File: config.mk
export PLATFORM = sky130hd
export DESIGN_NAME = pid_cfg_sequencer_flat
export DESIGN_NICKNAME = d
export VERILOG_FILES = /design/src/rtl/pid_cfg_pkg.sv /design/src/rtl/pid_cfg_sequencer_if.sv /design/src/rtl/pid_sample_timer.sv /design/src/rtl/pid_cfg_sequencer.sv /design/src/flat_wrapper.sv
export SDC_FILE = /design/constraint.sdc
export NUM_CORES = 1
export LEC_CHECK = 0
export ABC_AREA = 1
export CAP_MARGIN = 30
export CELL_PAD_IN_SITES_DETAIL_PLACEMENT = 0
export CELL_PAD_IN_SITES_GLOBAL_PLACEMENT = 2
export CORE_MARGIN = 5
export CORE_UTILIZATION = 36
export CTS_BUF_LIST = sky130_fd_sc_hd__clkbuf_8
export CTS_CLUSTER_SIZE = 28
export DETAILED_ROUTE_END_ITERATION = 10
export PLACE_DENSITY_LB_ADDON = 0.1
export REMOVE_ABC_BUFFERS = 1
export SYNTH_ARGS = -nofsm -noshare
export SYNTH_HDL_FRONTEND = slang
export SYNTH_HIERARCHICAL = 1
export SYNTH_SLANG_ARGS = --single-unit
File: constraint.sdc
create_clock -name clk -period 2.34 [get_ports clk]
set_input_delay 0.468 -clock clk [delete_from_list [all_inputs] [get_ports clk]]
set_output_delay 0.468 -clock clk [all_outputs]
set_load 0.01 [all_outputs]
File: src/rtl/pid_cfg_pkg.sv
// Shared constants and types for the PID configuration sequencer:
// register address map, ctrl bit positions and default reset values.
package pid_cfg_pkg;

    localparam logic [3:0] ADDR_SP   = 4'd0;
    localparam logic [3:0] ADDR_KP   = 4'd1;
    localparam logic [3:0] ADDR_KI   = 4'd2;
    localparam logic [3:0] ADDR_KD   = 4'd3;
    localparam logic [3:0] ADDR_PER  = 4'd4;
    localparam logic [3:0] ADDR_CTRL = 4'd5;

    localparam int CTRL_RUN = 0;
    localparam int CTRL_CLR = 1;

    localparam logic [3:0] SP_RST_DEF  = 4'b1011;
    localparam logic [3:0] KP_RST_DEF  = 4'd5;
    localparam logic [3:0] KI_RST_DEF  = 4'd3;
    localparam logic [3:0] KD_RST_DEF  = 4'd2;
    localparam logic [3:0] PER_RST_DEF = 4'd0;
    localparam logic       RUN_RST_DEF = 1'b1;

    typedef enum logic {ST_ADDR, ST_DATA} cfg_state_e;

    typedef struct packed {
        logic [3:0] sp;
        logic [3:0] kp;
        logic [3:0] ki;
        logic [3:0] kd;
        logic [3:0] per;
    } cfg_regs_t;

endpackage

File: src/rtl/pid_cfg_sequencer_if.sv
// Nibble-serial configuration stream from the I/O pins.
interface pid_cfg_sequencer_if;
    logic       cfg_valid;
    logic [3:0] cfg_data;

    modport master (output cfg_valid, output cfg_data);
    modport slave  (input  cfg_valid, input  cfg_data);
endinterface

File: src/rtl/pid_sample_timer.sv
// Prescaler plus period counter; tick marks the last cycle of a sample period
// and pv_stb follows it by one cycle.
module pid_sample_timer #(
    parameter int PRESCALE = 4
) (
    input  logic       clk,
    input  logic       reset,
    input  logic       run_i,
    input  logic       clr_i,
    input  logic [3:0] period_active_i,
    output logic       tick_o,
    output logic       pv_stb_o
);

    logic [PRESCALE-1:0] pre_q, pre_d;
    logic [3:0]          per_q, per_d;
    logic                stb_q;
    logic                pre_max;

    assign pre_max  = &pre_q;
    assign tick_o   = run_i && pre_max && (per_q == period_active_i);
    assign pv_stb_o = stb_q;

    always_comb begin
        pre_d = pre_q + 1'b1;
        per_d = per_q;
        if (pre_max)
            per_d = (per_q == period_active_i) ? 4'd0 : per_q + 4'd1;
        // Stopped or cleared: hold at zero so a restart begins a full period.
        if (clr_i || !run_i) begin
            pre_d = '0;
            per_d = 4'd0;
        end
    end

    always_ff @(posedge clk) begin
        if (reset) begin
            pre_q <= '0;
            per_q <= 4'd0;
            stb_q <= 1'b0;
        end else begin
            pre_q <= pre_d;
            per_q <= per_d;
            stb_q <= tick_o;
        end
    end

endmodule

File: src/rtl/pid_cfg_sequencer.sv
// Nibble-serial config FSM with shadow/active registers committed atomically
// at sample boundaries, driving the PID core's constants and sample strobe.
module pid_cfg_sequencer
    import pid_cfg_pkg::*;
#(
    parameter int         PRESCALE = 4,
    parameter logic [3:0] SP_RST   = SP_RST_DEF,
    parameter logic [3:0] KP_RST   = KP_RST_DEF,
    parameter logic [3:0] KI_RST   = KI_RST_DEF,
    parameter logic [3:0] KD_RST   = KD_RST_DEF,
    parameter logic [3:0] PER_RST  = PER_RST_DEF,
    parameter logic       RUN_RST  = RUN_RST_DEF
) (
    input  logic                clk,
    input  logic                reset,
    pid_cfg_sequencer_if.slave  cfg,
    output logic [3:0]          sp,
    output logic [3:0]          kp,
    output logic [3:0]          ki,
    output logic [3:0]          kd,
    output logic                pv_stb,
    output logic                pid_rst,
    output logic                running,
    output logic                pending,
    output logic                cfg_err
);

    localparam cfg_regs_t REGS_RST = '{sp: SP_RST, kp: KP_RST, ki: KI_RST,
                                       kd: KD_RST, per: PER_RST};

    cfg_state_e state_q, state_d;
    logic [3:0] addr_q, addr_d;
    cfg_regs_t  act_q, act_d, sh_q, sh_d;
    logic       run_q, run_d, pend_q, pend_d, err_q, err_d, clr_q, clr_d;
    logic       tick, commit;

    pid_sample_timer #(.PRESCALE(PRESCALE)) u_timer (
        .clk             (clk),
        .reset           (reset),
        .run_i           (run_q),
        .clr_i           (clr_q),
        .period_active_i (act_q.per),
        .tick_o          (tick),
        .pv_stb_o        (pv_stb)
    );

    // While stopped there is no sample boundary, so commit on the next cycle.
    assign commit = pend_q && (tick || !run_q);

    always_comb begin
        state_d = state_q;
        addr_d  = addr_q;
        act_d   = act_q;
        sh_d    = sh_q;
        run_d   = run_q;
        pend_d  = pend_q;
        err_d   = err_q;
        clr_d   = 1'b0;
        if (commit) begin
            act_d  = sh_q;
            pend_d = 1'b0;
        end
        if (cfg.cfg_valid) begin
            case (state_q)
                ST_ADDR: begin
                    addr_d  = cfg.cfg_data;
                    state_d = ST_DATA;
                end
                ST_DATA: begin
                    state_d = ST_ADDR;
                    // A write racing a commit lands after the copy and stays pending.
                    case (addr_q)
                        ADDR_SP:   begin sh_d.sp  = cfg.cfg_data; pend_d = 1'b1; end
                        ADDR_KP:   begin sh_d.kp  = cfg.cfg_data; pend_d = 1'b1; end
                        ADDR_KI:   begin sh_d.ki  = cfg.cfg_data; pend_d = 1'b1; end
                        ADDR_KD:   begin sh_d.kd  = cfg.cfg_data; pend_d = 1'b1; end
                        ADDR_PER:  begin sh_d.per = cfg.cfg_data; pend_d = 1'b1; end
                        ADDR_CTRL: begin
                            run_d = cfg.cfg_data[CTRL_RUN];
                            clr_d = cfg.cfg_data[CTRL_CLR];
                        end
                        default:   err_d = 1'b1;
                    endcase
                end
                default: state_d = ST_ADDR;
            endcase
        end
    end

    always_ff @(posedge clk) begin
        if (reset) begin
            state_q <= ST_ADDR;
            addr_q  <= 4'd0;
            act_q   <= REGS_RST;
            sh_q    <= REGS_RST;
            run_q   <= RUN_RST;
            pend_q  <= 1'b0;
            err_q   <= 1'b0;
            clr_q   <= 1'b0;
        end else begin
            state_q <= state_d;
            addr_q  <= addr_d;
            act_q   <= act_d;
            sh_q    <= sh_d;
            run_q   <= run_d;
            pend_q  <= pend_d;
            err_q   <= err_d;
            clr_q   <= clr_d;
        end
    end

    assign sp      = act_q.sp;
    assign kp      = act_q.kp;
    assign ki      = act_q.ki;
    assign kd      = act_q.kd;
    assign running = run_q;
    assign pending = pend_q;
    assign cfg_err = err_q;
    assign pid_rst = reset | clr_q;

endmodule

File: src/flat_wrapper.sv
// flat-port wrapper written by rule: the top's interface ports become plain ports
module pid_cfg_sequencer_flat import pid_cfg_pkg::*;
#(
    parameter int         PRESCALE = 4,
    parameter logic [3:0] SP_RST   = SP_RST_DEF,
    parameter logic [3:0] KP_RST   = KP_RST_DEF,
    parameter logic [3:0] KI_RST   = KI_RST_DEF,
    parameter logic [3:0] KD_RST   = KD_RST_DEF,
    parameter logic [3:0] PER_RST  = PER_RST_DEF,
    parameter logic       RUN_RST  = RUN_RST_DEF
)
  (clk, reset, sp, kp, ki, kd, pv_stb, pid_rst, running, pending, cfg_err, cfg_cfg_valid, cfg_cfg_data);
  pid_cfg_sequencer_if cfg_i ();
  input  logic clk;
  input  logic reset;
  output logic [3:0] sp;
  output logic [3:0] kp;
  output logic [3:0] ki;
  output logic [3:0] kd;
  output logic pv_stb;
  output logic pid_rst;
  output logic running;
  output logic pending;
  output logic cfg_err;
  input wire logic [$bits(cfg_i.cfg_valid)-1:0] cfg_cfg_valid;
  input wire logic [$bits(cfg_i.cfg_data)-1:0] cfg_cfg_data;
  assign cfg_i.cfg_valid = cfg_cfg_valid;
  assign cfg_i.cfg_data = cfg_cfg_data;
  pid_cfg_sequencer #(.PRESCALE(PRESCALE), .SP_RST(SP_RST), .KP_RST(KP_RST), .KI_RST(KI_RST), .KD_RST(KD_RST), .PER_RST(PER_RST), .RUN_RST(RUN_RST)) u_core (.clk(clk), .reset(reset), .cfg(cfg_i), .sp(sp), .kp(kp), .ki(ki), .kd(kd), .pv_stb(pv_stb), .pid_rst(pid_rst), .running(running), .pending(pending), .cfg_err(cfg_err));
endmodule
==> out/results.txt <==
global route overflow -> 0
final hold slack -> 0.449 ns
Seq/Total Area, Yosys -> 45.4%
Max FO, Critical Path -> 2
Mapped Cells -> 348
CP delay by family, top -> buffers and inverters
die height -> 94.2 um
root buf cell -> clkbuf_8
worst setup path start -> reset
mapped cell area -> 0.00255 mm2
CTS resizes -> 0
Routed WL -> 5.26 mm
Post-layout nets -> 375
met3 WL post-DR -> 188 um
hold_buf cts -> 0
share of cells above drive strength 1 -> 10.2%
Pwr per Cell Area -> 664 mW/mm2
WP data required -> 1.87 ns
routability cong. -> 0.759
area leader, netlist -> dfxtp_1
Critical Path Sink Type -> output port
post-route setup slack -> 0.209 ns
Buf+Inv Stages, Crit Path -> 2
Slew Limit Headroom -> 73.2%
wire length on met2 -> 2.12 mm
Crit Reg-Reg Startpoint -> u_core/u_timer/pre_q[0]
Avg Cell Area, Syn -> 7.34 um2
final slew viol count -> 0
sw frac -> 24.2%
Worst-Margin Slew -> 0.401 ns
Final min period -> 2.13 ns
Crit path largest cell delay -> 0.48 ns
Area growth, synth to finish -> 18.5%
largest net degree at the start of global routing -> 46
die area -> 0.00888 mm2
DRC -> 0
FP Rows -> 30
dominant cells by area after synthesis -> dfxtp_1 45%, nand2_1 10%, nor2_1 7.8%
Layout Skew -> 0.0101 ns
Fmax -> 469 MHz
vias -> 2002
clk sink count -> 58
initial DRC count -> 77
Ys Warns -> 6
clk buf depth -> 2
CTS tree -> done
Initial Util -> 37.2%
Post-synth EDFFs -> 0
Num CTS Buffers -> 9
count of final setup violators -> 0
worst vdd ir -> 0.253 mV
top routing layer used -> met4
final cell count without fillers -> 467
Cell variety after synth -> 25
Cell Area, Placed -> 0.00284 mm2
count leader, synth -> nand2_1
Routed Antenna Nets -> 0
vias in the first global route -> 1923
CP cell instances -> clkdlybuf4s50_1, or2_2, clkdlybuf4s50_1
crit path kind -> input pin to output port
Wirelength per Cell -> 11.3 um
combinational power share -> 7.2%
CP max-delay cell -> clkdlybuf4s50_1
core area -> 0.00687 mm2
end-of-flow core utilization -> 44.1%
status -> finished clean
power share of the sequential group -> 51.3%
diodes inserted -> 0
Tcrit/Tclk final -> 91.1%
Via density -> 4.29
Placed Cells -> 451
Hold Startpoint -> u_core/u_timer/pre_q[0]
Max Cap Violations -> 0
Tot Pwr -> 2.01 mW
met1 wire length -> 2.88 mm
IO Port Bufs -> 27
Worst EP arrival -> 1.66 ns
setup repair bufs after CTS -> 0
prevailing post-synth register cell -> dfxtp_1
dpl hpwl -> 3.69 mm
asr flop ratio synth -> 0%
hold crit path type -> flop to flop
critical path launch point type -> input pin
Die X -> 94.2 um
RSZ-0062 raised after global routing -> no
#FFs+latches synth -> 58
H-tree Lvls -> 3
FILL cells -> 742
Power Internal -> 1.52 mW
clock slew at reported path FFs -> 0.06 ns
top cell type's share of synthesized area -> 45.4%
# IOs -> 28
antenna violations before repair -> 0
Pleak -> 1.36 nW
first-pass GRT wire length -> 9.05 mm
Pre-antenna DRT Iters -> 4
Clk pwr share -> 41.5%
most frequent CP cell -> clkdlybuf4s50_1
sw power -> 487 uW
synth cell count leaders -> 71 x nand2_1, 58 x dfxtp_1, 53 x nor2_1, 46 x inv_1, 33 x nand3_1
Final Hold Vio Count -> 0
Post-Place Worst Slack -> 0.188 ns
Post-Layout Inst Area -> 0.00303 mm2
Skew-Pair Late Insertion Delay -> 0.33 ns
All-Layer GR Usage -> 13.2%
TNS Setup -> 0 ns
placed cells by master, fill, tap and decap left out, drive strengths merged:
master / count
nand2: 74
nor2: 59
dfxtp: 58
inv: 50
nand3: 38
clkdlybuf4s50: 27
o21ai: 19
clkbuf: 12
a21oi: 7
nand4: 6
buf: 6
xor2: 4
clkinv: 4
nor3: 2
xnor2: 2
ha: 2
or2: 1
cells by family after synthesis:
family | share of synthesized area, %
compound gates | 5.09
fa+ha+maj | 0.979
xor+xnor | 2.06
simple gates | 32.3
buf+inv | 14.1
flops | 45.4
path summary, 6_finish.rpt:
kind	slack, ns	to	depth (start not counted)
setup / recovery	0.21	pid_rst	3
hold reg to reg	0.45	u_core/u_timer/pre_q[0]	1
hold / removal	0.45	u_core/u_timer/pre_q[0]	1
setup reg to reg	0.47	u_core/sp[2]	12
worst reg2reg max path: cells and delay by family (launching register included):
kind	cells	cell delay, ns
adder cells (fa/ha/maj)	1	0.26
AND/OR/NAND/NOR	8	0.76
flip-flops	1	0.35
buffers and inverters	3	0.44
flip-flops by register name, indices dropped and copies added (netlist names):
name and flops:
u_core/sp 4, u_core/addr_q 4, u_core/act_q 4, u_core/sh_q 20, u_core/u_timer/pre_q 4, u_core/clr_q 1
u_core/pending 1, u_core/kp 4, u_core/u_timer/pv_stb_o 1, u_core/running 1, u_core/cfg_err 1, u_core/state_q 1
u_core/u_timer/per_q 4, u_core/kd 4, u_core/ki 4
routing by layer:
layer  vias to the layer above  GRT usage, %
met4                         0          6.50
met5                         -             0
li1                       1096             -
met1                       868          18.9
met3                         7          3.29
met2                        31          18.0
layout make-up:
cell class,instances,area [um2],share of cell area (%)
sequential,58,1160,38.4
multi-input combinational,214,1030,34.1
timing repair buffer,33,340,11.2
inverter,50,189,6.24
clock buffer,12,165,5.46
tap,96,120,3.97
clock inverter,4,17.5,0.579
power by group through the flow:
| stage | Sequential (mW) | Combinational, mW | Clock [mW] |
|---|---|---|---|
| floorplan | 1.05 | 0.0922 | 0 |
| detailed placement | 1.05 | 0.147 | 0 |
| global route | 1.03 | 0.164 | 0.922 |
| global placement | 1.05 | 0.145 | 0 |
| CTS | 1.03 | 0.147 | 0.865 |
| finish | 1.03 | 0.145 | 0.834 |
(Power assumes the default switching activity.)
